File: src/rtl/rtc_set_ctrl.sv
// Time-set sequencer for the HH:MM:SS clock: debounces MODE/INC, walks the field-select FSM,
// issues per-field increment pulses with auto-repeat, and drives blink blanking.
module rtc_set_ctrl #(
    parameter int unsigned DB_MS      = 10,
    parameter int unsigned RPT_DLY_MS = 500,
    parameter int unsigned RPT_PER_MS = 100,
    parameter int unsigned BLINK_MS   = 250,
    parameter int unsigned TIMEOUT_MS = 30000
) (
    input  logic       clk,
    input  logic       rst,
    input  logic       tick_1k,
    input  logic       btn_mode,
    input  logic       btn_inc,
    output logic       run_en,
    output logic       presc_clr,
    output logic       inc_hr,
    output logic       inc_min,
    output logic       inc_sec,
    output logic [2:0] blank,
    output logic [1:0] state
);
    typedef enum logic [1:0] {
        RUN     = 2'd0,
        SET_HR  = 2'd1,
        SET_MIN = 2'd2,
        SET_SEC = 2'd3
    } state_t;

    localparam logic [15:0] RPT_DLY_LAST = 16'(RPT_DLY_MS - 1);
    localparam logic [15:0] RPT_PER_LAST = 16'(RPT_PER_MS - 1);
    localparam logic [15:0] BLINK_LAST   = 16'(BLINK_MS - 1);
    localparam logic [15:0] TIMEOUT_LAST = 16'(TIMEOUT_MS - 1);

    state_t           st;
    state_t           st_nxt;
    logic             mode_p0, mode_p1, inc_p0, inc_p1;
    logic [DB_MS-1:0] mode_sr, inc_sr;
    logic [DB_MS:0]   mode_sh, inc_sh;
    logic             mode_lvl, mode_lvl_d, inc_lvl, inc_lvl_d;
    logic [15:0]      to_cnt, rpt_cnt, blink_cnt;
    logic             rpt_armed, rpt_first, phase;
    logic             mode_press, inc_press, in_set, ev_inc, rpt_hit, rpt_fire, timeout, field_chg;

    function automatic logic db_level(input logic [DB_MS-1:0] sr, input logic cur);
        if (&sr)
            return 1'b1;
        else if (~|sr)
            return 1'b0;
        else
            return cur;
    endfunction

    function automatic state_t next_field(input state_t s);
        case (s)
            RUN:     return SET_HR;
            SET_HR:  return SET_MIN;
            SET_MIN: return SET_SEC;
            default: return RUN;
        endcase
    endfunction

    always_comb begin
        mode_sh    = {mode_sr, mode_p1};
        inc_sh     = {inc_sr, inc_p1};
        mode_press = mode_lvl & ~mode_lvl_d;
        inc_press  = inc_lvl & ~inc_lvl_d;
        in_set     = (st != RUN);
        // MODE has priority: a coincident INC press is dropped and never arms repeat
        ev_inc     = in_set & inc_press & ~mode_press;
        rpt_hit    = rpt_first ? (rpt_cnt == RPT_DLY_LAST) : (rpt_cnt == RPT_PER_LAST);
        rpt_fire   = in_set & rpt_armed & inc_lvl & tick_1k & rpt_hit & ~mode_press;
        timeout    = in_set & tick_1k & (to_cnt == TIMEOUT_LAST) & ~mode_press & ~ev_inc & ~rpt_fire;
        field_chg  = mode_press | timeout;
        st_nxt     = st;
        if (mode_press)
            st_nxt = next_field(st);
        else if (timeout)
            st_nxt = RUN;
    end

    // Stage p0/p1: two-flop synchronizers, then tick-sampled debounce and edge detect
    always_ff @(posedge clk) begin
        if (rst) begin
            mode_p0    <= 1'b0;
            mode_p1    <= 1'b0;
            inc_p0     <= 1'b0;
            inc_p1     <= 1'b0;
            mode_sr    <= '0;
            inc_sr     <= '0;
            mode_lvl   <= 1'b0;
            mode_lvl_d <= 1'b0;
            inc_lvl    <= 1'b0;
            inc_lvl_d  <= 1'b0;
        end else begin
            mode_p0    <= btn_mode;
            mode_p1    <= mode_p0;
            inc_p0     <= btn_inc;
            inc_p1     <= inc_p0;
            if (tick_1k) begin
                mode_sr <= mode_sh[DB_MS-1:0];
                inc_sr  <= inc_sh[DB_MS-1:0];
            end
            mode_lvl   <= db_level(mode_sr, mode_lvl);
            mode_lvl_d <= mode_lvl;
            inc_lvl    <= db_level(inc_sr, inc_lvl);
            inc_lvl_d  <= inc_lvl;
        end
    end

    // Field FSM, registered outputs and the timeout / repeat / blink counters
    always_ff @(posedge clk) begin
        if (rst) begin
            st        <= RUN;
            run_en    <= 1'b1;
            presc_clr <= 1'b0;
            inc_hr    <= 1'b0;
            inc_min   <= 1'b0;
            inc_sec   <= 1'b0;
            to_cnt    <= '0;
            rpt_cnt   <= '0;
            blink_cnt <= '0;
            rpt_armed <= 1'b0;
            rpt_first <= 1'b0;
            phase     <= 1'b0;
        end else begin
            st        <= st_nxt;
            run_en    <= (st_nxt == RUN);
            presc_clr <= in_set && (st_nxt == RUN);
            inc_hr    <= (ev_inc | rpt_fire) && (st == SET_HR);
            inc_min   <= (ev_inc | rpt_fire) && (st == SET_MIN);
            inc_sec   <= (ev_inc | rpt_fire) && (st == SET_SEC);
            if (field_chg) begin
                to_cnt    <= '0;
                blink_cnt <= '0;
                phase     <= 1'b0;
                rpt_armed <= 1'b0;
                rpt_cnt   <= '0;
            end else begin
                if (ev_inc || rpt_fire)
                    to_cnt <= '0;
                else if (in_set && tick_1k)
                    to_cnt <= to_cnt + 16'd1;
                if (in_set && tick_1k) begin
                    if (blink_cnt == BLINK_LAST) begin
                        blink_cnt <= '0;
                        phase     <= ~phase;
                    end else begin
                        blink_cnt <= blink_cnt + 16'd1;
                    end
                end
                if (ev_inc) begin
                    rpt_armed <= 1'b1;
                    rpt_first <= 1'b1;
                    rpt_cnt   <= '0;
                end else if (!inc_lvl) begin
                    rpt_armed <= 1'b0;
                    rpt_cnt   <= '0;
                end else if (rpt_armed && tick_1k) begin
                    if (rpt_hit) begin
                        rpt_cnt   <= '0;
                        rpt_first <= 1'b0;
                    end else begin
                        rpt_cnt <= rpt_cnt + 16'd1;
                    end
                end
            end
        end
    end

    always_comb begin
        blank = 3'b000;
        if (!inc_lvl) begin
            case (st)
                SET_HR:  blank = {phase, 2'b00};
                SET_MIN: blank = {1'b0, phase, 1'b0};
                SET_SEC: blank = {2'b00, phase};
                default: blank = 3'b000;
            endcase
        end
    end

    assign state = st;

endmodule

File: config.mk
export PLATFORM = sky130hd
export DESIGN_NAME = rtc_set_ctrl
export DESIGN_NICKNAME = d
export VERILOG_FILES = /design/src/rtl/rtc_set_ctrl.sv
export SDC_FILE = /design/constraint.sdc
export NUM_CORES = 1
export LEC_CHECK = 0
export CORE_MARGIN = 1.5
export CORE_UTILIZATION = 40
export DETAILED_ROUTE_END_ITERATION = 8
export PLACE_DENSITY = 0.66
export SKIP_CTS_REPAIR_TIMING = 1
export SLEW_MARGIN = 20
export SYNTH_ARGS = -nofsm -noshare
export SYNTH_HDL_FRONTEND = slang
export SYNTH_SLANG_ARGS = --single-unit
export TNS_END_PERCENT = 5
File: constraint.sdc
create_clock -name clk -period 2.5 [get_ports clk]
set_clock_uncertainty 0.2 [all_clocks]
set_input_delay 0.5 -clock clk [delete_from_list [all_inputs] [get_ports clk]]
set_output_delay 0.5 -clock clk [all_outputs]
set_load 0.02 [all_outputs]
Yosys cells after proc, flatten, opt, wreduce, memory -nomap -nowiden
Index checks and enable logic that the tools add are counted.

word-level totals
  register bits = 86
  bits of input ports = 5
  output and inout bits = 10
  logic and storage cells = 99

operators by class
  $add $sub $neg = 3
  equality and inequality tests = 10
  multiplexer cells = 18
  bitwise logic cells = 24
  reduce and logical (&&, ||, !) cells = 22

operators by type and width
  operator                                                count
  adder 16 x 1 -> 16 bit (second input constant)          3
  two-way mux 16 bit                                      2
  AND reduction 10 bit                                    2
  OR reduction 10 bit                                     2
  equality test 16 x 15 -> 1 bit (second input constant)  1
  equality test 16 x 7 -> 1 bit (second input constant)   1
  equality test 16 x 8 -> 1 bit (second input constant)   1
  equality test 16 x 9 -> 1 bit (second input constant)   1
  bitwise AND 1 bit                                       14
  two-way mux 1 bit                                       11
  case mux 3 bit (3 select lines)                         1
  NOT 1 bit                                               8
  nonzero test 2 bit                                      4
  logical AND 1 bit                                       6
  case mux 2 bit (3 select lines)                         1
  equality test 2 bit (second input constant)             2
  logical NOT 2 bit                                       2
  two-way mux 2 bit                                       2
  inequality test 2 bit (second input constant)           2
  AND reduction 4 bit                                     1
  OR reduction 4 bit                                      1
  two-way mux 3 bit                                       1
  OR reduction 3 bit                                      1
  equality test 2 x 1 -> 1 bit (second input constant)    1
  5 further kinds                                         6

Logic depth before layout (Yosys ltp)
Gate-level depths: netlist of the first run.

  depth after elaboration = 12
  gate-level depth with buffers = 9
  gate-level depth less buffers = 7

Worst setup path before layout of the first run
Ideal clock, no wire load.

  path type = flip-flop to output port
  from = reg st[0] (netlist: state[0])
  to = out blank[0]
  arrival time = 1,701 ps
  data required time = 1,800 ps
  path slack = 99 ps
  cell stages (with the launch flop) = 5
  buffers on the path = 1
  path through = dfxtp_1 > inv_1 > ha_1 > buf_2 > nor4bb_1

between the ends
  word-level cells in the longest chain between the ends = 3

ends and longest elaborated chain
  item                                                                 RTL line  text
  from (decl)                                                          35        state_t st;
  from (signal assigned)                                               127       st <= st_nxt;
  equality test 2 bit or equality test 2 x 1 -> 1 bit (tied branches)  174       case (st)
  case mux 3 bit (3 select lines) (*)                                  174
  two-way mux 3 bit (*)                                                173       if (!inc_lvl) begin
  to (decl)                                                            20        output logic [2:0] blank,

Mark *: on every way between the ends. The rest lies on a longest branch, timed or not.

Worst setup path after layout of the first run
Same ends and word-level chain as after synthesis.

==> results of run 1 <==
-- registers in the layout, indices dropped and copies added (netlist names), 2 cells and up --
register / flops
to_cnt: 16
mode_sr: 10
rpt_cnt: 16
inc_sr: 10
blink_cnt: 16
state: 2
-- layout make-up --
cell class                      instances  area, um^2
Fill cell                             877        4720
Multi-Input combinational cell        310        1990
Sequential cell                        86        1720
Timing Repair Buffer                   44         398
Tap cell                              129         161
Clock buffer                           11         151
Clock inverter                          5        57.6
Inverter                               11        41.3
-- through the flow --
step	setup TNS [ns]	hold slack (ns)	setup slack, ns
global placement	0	0.224	0.00941
CTS	-0.721	0.251	-0.343
detailed placement	-0.0723	0.232	-0.0373
floorplan	0	0.214	0.0988
global route	-0.0421	0.263	-0.0251
finish	0	0.245	0.0728
-- worst reg2reg max path, cell delays in order, from the launching register on --
cell	delay [ns]
dfxtp_1	0.36
inv_1	0.10
ha_1	0.25
buf_4	0.17
and4b_1	0.26
nand4_1	0.09
a311o_2	0.41
buf_4	0.17
a211oi_1	0.21
-- layer usage --
metal	vias up	routed length [um]	global-route usage (%)
met5	-	0	0
met4	0	99	6.07
met3	8	242	3.74
met2	39	3360	26.0
met1	1417	3510	18.9
li1	1524	-	-
-- report_power, final --
part | internal (mW) | switching [mW] | total [mW]
sequential | 1.37 | 0.00203 | 1.37
clock | 0.514 | 0.479 | 0.993
combinational | 0.0284 | 0.0344 | 0.0628
total | 1.92 | 0.515 | 2.43
-- placed cells by master (no fill, tap or decap), drive strengths merged, types with 11 or more instances in the layout --
master,n
buf,30
clkbuf,11
clkdlybuf4s50,11
dfxtp,86
inv,11
mux2i,21
nand2,30
nand3,18
nand4,17
nor2,90
xnor2,21
xor2,22
-- cell families (layout without fill, tap and decap cells) --
group	Yosys count	in the layout	synth area share [%]
multiplexers	21	21	5.50
XOR/XNOR	43	43	9.85
buffers and inverters	25	71	2.94
AO/OA/AOI/OAI	19	19	3.63
flip-flops	86	86	45.0
adder cells (fa/ha/maj)	8	8	2.62
AND/OR/NAND/NOR	219	219	30.5
-- how the worst max path moves through the flow --
stage                         from       endpoint  cells after the start
after floorplan           state[0]       blank[0]                      4
after global placement     tick_1k  blink_cnt[13]                      7
after detailed placement   tick_1k  blink_cnt[13]                      7
after CTS                 state[0]       blank[2]                      4
after global routing      state[0]       blank[0]                      4
final                     state[0]       blank[0]                      4
==> flow_summary.yaml, run 1 <==
sta:
  finalSetupViolations: 0
  relSlewSlack_pct: 75.5
  hold_violations: 0
  fmax_mhz: 412
  period_minus_slack_ns: 2.43
  min_period_over_period_pct: 97.1
  rsz0062_at_grt: "yes"
  final-max-slew-violation-count: 0
  worst-slew-pin-transition_ns: 0.362
finish:
  area_delta_synth_final_pct: 18.2
  antenna_cells: 0
  design_area_mm2: 0.00452
  drive_above_1_share_pct: 14.6
  layoutNonFillerInstCount: 596
  nets: 475
  final_util_pct: 48.9
worst_setup_path:
  endpoint_kind: "output pin"
  cp-start-kind: "register"
  path_max_fanout: 4
  path_delay_family: "buffers and inverters"
  cp_slowest_cell: "nor4bb_1"
  path_buf_inv: 2
  reg2reg_depth: 8
  worstSetupPathType: "reg -> out"
  cp_cell_sequence: "inv_1 > ha_1 > nor4bb_1 > dlymetal6s2s_1"
  crit-reg2reg-launch: "state[0]"
  slowest_delay_ns: 0.38
  r2r_setup_slack_ns: 0.21
  cp.required_ns: 1.80
  r2r_end: "presc_clr"
  arrival_ns: 1.73
placement:
  dp_hpwl_um: 5230
  dpl.cell_count: 580
  gp_congestion: 0.853
  placed_area_mm2: 0.00431
  io_buffers: 14
die:
  start_util_pct: 41.4
  fp.coreArea_mm2: 0.00924
  die_w_um: 101
  io_pins: 15
  dieArea_mm2: 0.0102
  die_h_um: 101
  num_rows: 35
clock_network:
  clock_latency_ns: 0.35
  clkSinkCount: 86
  htreeDepth: 3
  clockBufferDepth: 2
  clk_pin_slew_worst_paths_ns: 0.07
  cts-root-buf: "clkbuf_8"
  tritoncts: "yes"
  numCtsBuffers: 9
drt:
  antenna_left: 0
  routed_wl_um: 7210
  drtPass1Iterations: 4
  wire_per_inst_um: 12.1
  drc: 0
  vias_per_cell: 5.01
  initialDrtViolationCount: 76
  vias: 2988
synth:
  netlist-cell-type-count: 49
  synth_area_mm2: 0.00382
  synth_area_per_cell_um2: 9.09
  synthTopCellsByArea: "dfxtp_1 (45%), nor2_1 (7.9%), mux2i_1 (5.5%)"
  seq_area_frac_synth_pct: 45.0
  async_flop_share_pct: 0
  netlist_instances: 421
  yosysMostFrequentCell: "dfxtp_1"
  synth_top_area_share_pct: 45.0
  synth_edf_count: 0
  synth_nets: 434
  ys.warnings.count: 0
  synth_commonest_cells: "dfxtp_1 (86), nor2_1 (80), nand2_1 (29)"
  synth_largest_area_cell: "dfxtp_1"
  synthFlopType: "dfxtp_1"
  synth_seq_cells: 86
global_routing:
  grt_usage_pct: 15.4
  grt_max_degree: 35
  grt_pass1_vias: 2881
  antenna_found_initial: 0
  grt_pass1_wl_um: 12600
  overflow: 0
worst_hold_path:
  whs_endpoint: "inc_p1"
  worstHoldStart: "inc_p0"
  hold_depth: 1
  hold_path_class: "reg -> reg"
power:
  power_density_mw_per_mm2: 537
  vdd_drop_max_mv: 0.322
  p_leak_nw: 1.70
  power_mw: 2.43
job:
  cap_violations: 0
status:
  status: "finished, final reports clean"
(Power assumes the default switching activity.)
==> run 2: changes to the inputs <==
--- a/config.mk
+++ b/config.mk
@@ -5,10 +5,12 @@
 export SDC_FILE = /design/constraint.sdc
 export NUM_CORES = 1
 export LEC_CHECK = 0
+export CELL_PAD_IN_SITES_DETAIL_PLACEMENT = 0
+export CELL_PAD_IN_SITES_GLOBAL_PLACEMENT = 2
 export CORE_MARGIN = 1.5
-export CORE_UTILIZATION = 40
+export CORE_UTILIZATION = 38
 export DETAILED_ROUTE_END_ITERATION = 8
-export PLACE_DENSITY = 0.66
+export PLACE_DENSITY = 0.88
 export SKIP_CTS_REPAIR_TIMING = 1
 export SLEW_MARGIN = 20
 export SYNTH_ARGS = -nofsm -noshare
==> flow_summary.yaml, run 2 (synthesis results as in run 1) <==
finish:
  final_common_cell: "dfxtp_1"
  nets: 473
  largest_registers: "blink_cnt: 16 flops, rpt_cnt: 16 flops, to_cnt: 16 flops"
  drive_above_1_share_pct: 13.8
  area_delta_synth_final_pct: 17.1
  design_area_mm2: 0.00448
  antenna_cells: 0
  layoutNonFillerInstCount: 598
  final_cell_mix: "dfxtp_1 (86), nor2_1 (80), nand2_1 (29)"
sta:
  min_period_over_period_pct: 95.3
  final-max-slew-violation-count: 0
  period_minus_slack_ns: 2.38
  finalSetupViolations: 0
  hold-worst-slack_ns: 0.240
  relSlewSlack_pct: 72.5
  fmax_mhz: 420
  hold_violations: 0
  rsz0062_at_grt: "yes"
  worst-slew-pin-transition_ns: 0.412
drt:
  vias_per_cell: 4.90
  wire_per_inst_um: 12.6
  initialDrtViolationCount: 84
  vias: 2930
  drc: 0
  routed_wl_um: 7560
  antenna_left: 0
  drtPass1Iterations: 4
status:
  status: "finished, final reports clean"
clock_network:
  numCtsBuffers: 9
  htreeDepth: 3
  cts-root-buf: "clkbuf_8"
  clkSinkCount: 86
  clk_pin_slew_worst_paths_ns: 0.08
  tritoncts: "yes"
  clock_latency_ns: 0.35
  clockBufferDepth: 2
worst_setup_path:
  cp-start-kind: "register"
  reg2reg_depth: 7
  arrival_ns: 2.45
  endpoint_kind: "register"
  cp_slowest_cell: "dfxtp_1"
  path_buf_inv: 2
  path_delay_family: "simple AND/OR/NAND/NOR gates"
  path_max_fanout: 16
  cp.depth: 7
  cp_cell_sequence: "inv_1 > ha_1 > buf_4 > nor4_1 > a311o_2 > nand3_4 > a211oi_2"
  worstSetupPathType: "reg -> reg"
  cp.required_ns: 2.57
  slowest_delay_ns: 0.38
placement:
  placed_area_mm2: 0.00430
  gp_congestion: 0.768
  dpl.cell_count: 582
  io_buffers: 14
  dp_hpwl_um: 5520
die:
  fp.coreArea_mm2: 0.00977
  dieArea_mm2: 0.0107
  num_rows: 36
  io_pins: 15
  die_w_um: 103
  start_util_pct: 39.1
  die_h_um: 103
global_routing:
  grt_usage_pct: 15.6
  grt_max_degree: 21
  antenna_found_initial: 0
  grt_pass1_vias: 2828
  overflow: 0
  grt_pass1_wl_um: 13000
power:
  power_density_mw_per_mm2: 515
  p_leak_nw: 1.68
  vdd_drop_max_mv: 0.321
worst_hold_path:
  hold_path_class: "reg -> reg"
  hold_depth: 1
job:
  cap_violations: 0
==> run 2: cell count changes in the layout (fill, tap and decap cells not counted) <==
cell	previous run	this run
clkinvlp_4	3	2
clkbuf_1	0	3
bufinv_16	1	0
nor4bb_1	3	2
buf_4	28	26
clkbuf_8	11	10
nor4bb_2	0	1
==> run 2: where the power goes <==
part / switching (mW) / internal (mW)
Clock: 0.481 / 0.389
Combinational: 0.0342 / 0.0254
Sequential: 0.00208 / 1.37
==> run 2: area by class of cell <==
| type | count | area (um^2) |
|---|---|---|
| Fill cell | 951 | 5300 |
| Tap cell | 133 | 166 |
| Inverter | 11 | 41.3 |
| Clock inverter | 3 | 20.0 |
| Multi-Input combinational cell | 310 | 2000 |
| Timing Repair Buffer | 42 | 383 |
| Sequential cell | 86 | 1720 |
| Clock buffer | 13 | 149 |
==> run 2: final timing paths <==
kind / end / slack [ns] / start
setup / recovery: blink_cnt[1] / 0.12 / state[1]
hold / removal: mode_p1 / 0.24 / mode_p0
setup reg to reg: blink_cnt[1] / 0.12 / state[1]
hold reg to reg: mode_p1 / 0.24 / mode_p0
==> run 2: metrics by stage <==
step / power (mW) / utilization (%) / TNS [ns] / setup slack [ns]
4_1_cts: 2.33 / 45.7 / -0.741 / -0.363
3_5_place_dp: 1.47 / 43.9 / -0.645 / -0.0623
6_report: 2.30 / 45.8 / 0 / 0.116
2_1_floorplan: 1.45 / - / 0 / 0.0988
5_1_grt: 2.39 / 45.8 / -0.125 / -0.0645
3_3_place_gp: 1.47 / 43.9 / 0 / 0.00397
==> run 2: per-layer routing <==
layer / vias to the layer above / track usage (%) / wire length, um
li1: 1519 / - / -
met1: 1382 / 19.4 / 3720
met2: 22 / 26.6 / 3560
met3: 7 / 3.09 / 162
met4: 0 / 6.24 / 120
met5: - / 0 / 0
==> run 2: worst reg2reg max path: stages (launching register included) <==
cell	delay, ns
dfxtp_1	0.38
inv_1	0.09
ha_1	0.24
buf_4	0.17
nor4_1	0.35
a311o_2	0.35
nand3_4	0.26
a211oi_2	0.26
==> run 3: changes to the inputs <==
--- a/config.mk
+++ b/config.mk
@@ -8,9 +8,10 @@
 export CELL_PAD_IN_SITES_DETAIL_PLACEMENT = 0
 export CELL_PAD_IN_SITES_GLOBAL_PLACEMENT = 2
 export CORE_MARGIN = 1.5
-export CORE_UTILIZATION = 38
+export CORE_UTILIZATION = 41
 export DETAILED_ROUTE_END_ITERATION = 8
-export PLACE_DENSITY = 0.88
+export PLACE_DENSITY = 0.94
+export RECOVER_POWER = 100
 export SKIP_CTS_REPAIR_TIMING = 1
 export SLEW_MARGIN = 20
 export SYNTH_ARGS = -nofsm -noshare
==> constraint.sdc (replaced) <==
create_clock -name clk -period 2.9 [get_ports clk]
set_clock_uncertainty 0.2 [all_clocks]
set_input_delay 0.58 -clock clk [delete_from_list [all_inputs] [get_ports clk]]
set_output_delay 0.58 -clock clk [all_outputs]
set_load 0.02 [all_outputs]
==> flow_summary.yaml, run 3 (synthesis results as in run 1) <==
drt:
  initialDrtViolationCount: 59
  vias: 2859
  vias_per_cell: 5.09
  drtPass1Iterations: 4
  antenna_left: 0
  routed_wl_um: 7200
  drc: 0
  wire_per_inst_um: 12.8
clock_network:
  numCtsBuffers: 9
  clk_pin_slew_worst_paths_ns: 0.09
  clock_latency_ns: 0.36
  clkSinkCount: 86
  tritoncts: "yes"
  cts-root-buf: "clkbuf_8"
  htreeDepth: 3
  clockBufferDepth: 2
global_routing:
  overflow: 0
  grt_pass1_vias: 2721
  grt_usage_pct: 15.8
  antenna_found_initial: 0
  grt_pass1_wl_um: 12700
  grt_max_degree: 34
power:
  power_density_mw_per_mm2: 499
  vdd_drop_max_mv: 0.210
  seqPwrFrac_pct: 54.8
  p_leak_nw: 1.57
  clkPwrFrac_pct: 43.2
  switching_share_pct: 21.0
  p_int_mw: 1.71
  p_sw_mw: 0.454
  combPwrFrac_pct: 2.0
finish:
  nFillCells: 898
  nets: 459
  drive_above_1_share_pct: 11.1
  antenna_cells: 0
  final_util_pct: 47.4
  final_cell_mix: "dfxtp_1 (86), nor2_1 (80), nand2_1 (29)"
  largest_registers: "blink_cnt: 16 flops, rpt_cnt: 16 flops, to_cnt: 16 flops"
  final_common_cell: "dfxtp_1"
  layoutNonFillerInstCount: 562
  area_delta_synth_final_pct: 13.4
status:
  status: "finished, final reports clean"
placement:
  dp_hpwl_um: 4990
  dpl.cell_count: 546
  io_buffers: 14
  gp_congestion: 0.818
sta:
  hold_violations: 0
  min_period_over_period_pct: 91.5
  worst-slew-pin-transition_ns: 0.665
  finalSetupViolations: 0
  relSlewSlack_pct: 55.7
  rsz0062_at_grt: "no"
  period_minus_slack_ns: 2.65
  final-max-slew-violation-count: 0
  fmax_mhz: 377
die:
  io_pins: 15
  fp.coreArea_mm2: 0.00915
  dieArea_mm2: 0.00992
  die_w_um: 99.6
  start_util_pct: 41.8
  num_rows: 35
  die_h_um: 99.6
worst_setup_path:
  arrival_ns: 1.87
  path_max_fanout: 4
  worstSetupPathType: "reg -> out"
  endpoint_kind: "output pin"
  cp-start-kind: "register"
  cp.required_ns: 2.12
job:
  cap_violations: 0
worst_hold_path:
  hold_path_class: "reg -> reg"
run 3: cell types whose count changed in the layout (fill, tap and decap cells not counted), sizes merged:
cell,before,now
clkdlybuf4s50,11,2
dlygate4sd3,0,10
buf,28,9
bufinv,0,2
dlymetal6s2s,3,0
clkbuf,13,18
clkinvlp,2,3
clkinv,1,0
run 3: worst max-delay path: stages, from the launching register on:
cell and delay, ns:
dfxtp_1 0.34, buf_4 0.14, ha_1 0.19, and3_1 0.18, dlygate4sd3_1 0.68
run 3: power groups by stage:
stage               registers, mW  logic (mW)  clock network, mW
detailed placement           1.21      0.0459                  0
global route                 1.19      0.0471               1.02
global placement             1.21      0.0459                  0
floorplan                    1.21      0.0351                  0
CTS                          1.19      0.0461              0.960
finish                       1.19      0.0438              0.934
run 3: routing by layer:
layer / track usage (%) / up-vias / wire length (um)
met3: 2.67 / 11 / 145
li1: - / 1500 / -
met2: 25.4 / 28 / 3210
met4: 7.15 / 0 / 131
met1: 20.8 / 1320 / 3710
met5: 0 / - / 0
run 3: worst paths after layout:
path	startpoint	to	slack [ns]	cells after the start
min	mode_p0	mode_p1	0.24	1
min reg2reg	mode_p0	mode_p1	0.24	1
max reg2reg	state[0]	blink_cnt[2]	0.40	8
max	state[1]	blank[1]	0.25	4
run 3: final cells by class:
class,count,area (um^2),area share (%)
multi-input cells,310,2000,46.0
flip-flops and latches,86,1720,39.7
repair buffers,28,216,4.99
clock buffers,11,141,3.26
well taps,111,139,3.20
clock inverters,5,82.6,1.90
inverters,11,41.3,0.952
run 3: through the flow:
step / setup WS [ns] / TNS (ns) / hold slack [ns] / area (um^2) / total power, mW
finish: 0.247 / 0 / 0.242 / 4340 / 2.16
global route: 0.0835 / 0 / 0.273 / 4340 / 2.25
CTS: -0.0606 / -0.0732 / 0.248 / 4360 / 2.19
detailed placement: 0.183 / 0 / 0.230 / 4140 / 1.26
global placement: 0.241 / 0 / 0.225 / 4140 / 1.26
floorplan: 0.419 / 0 / 0.214 / 3820 / 1.25
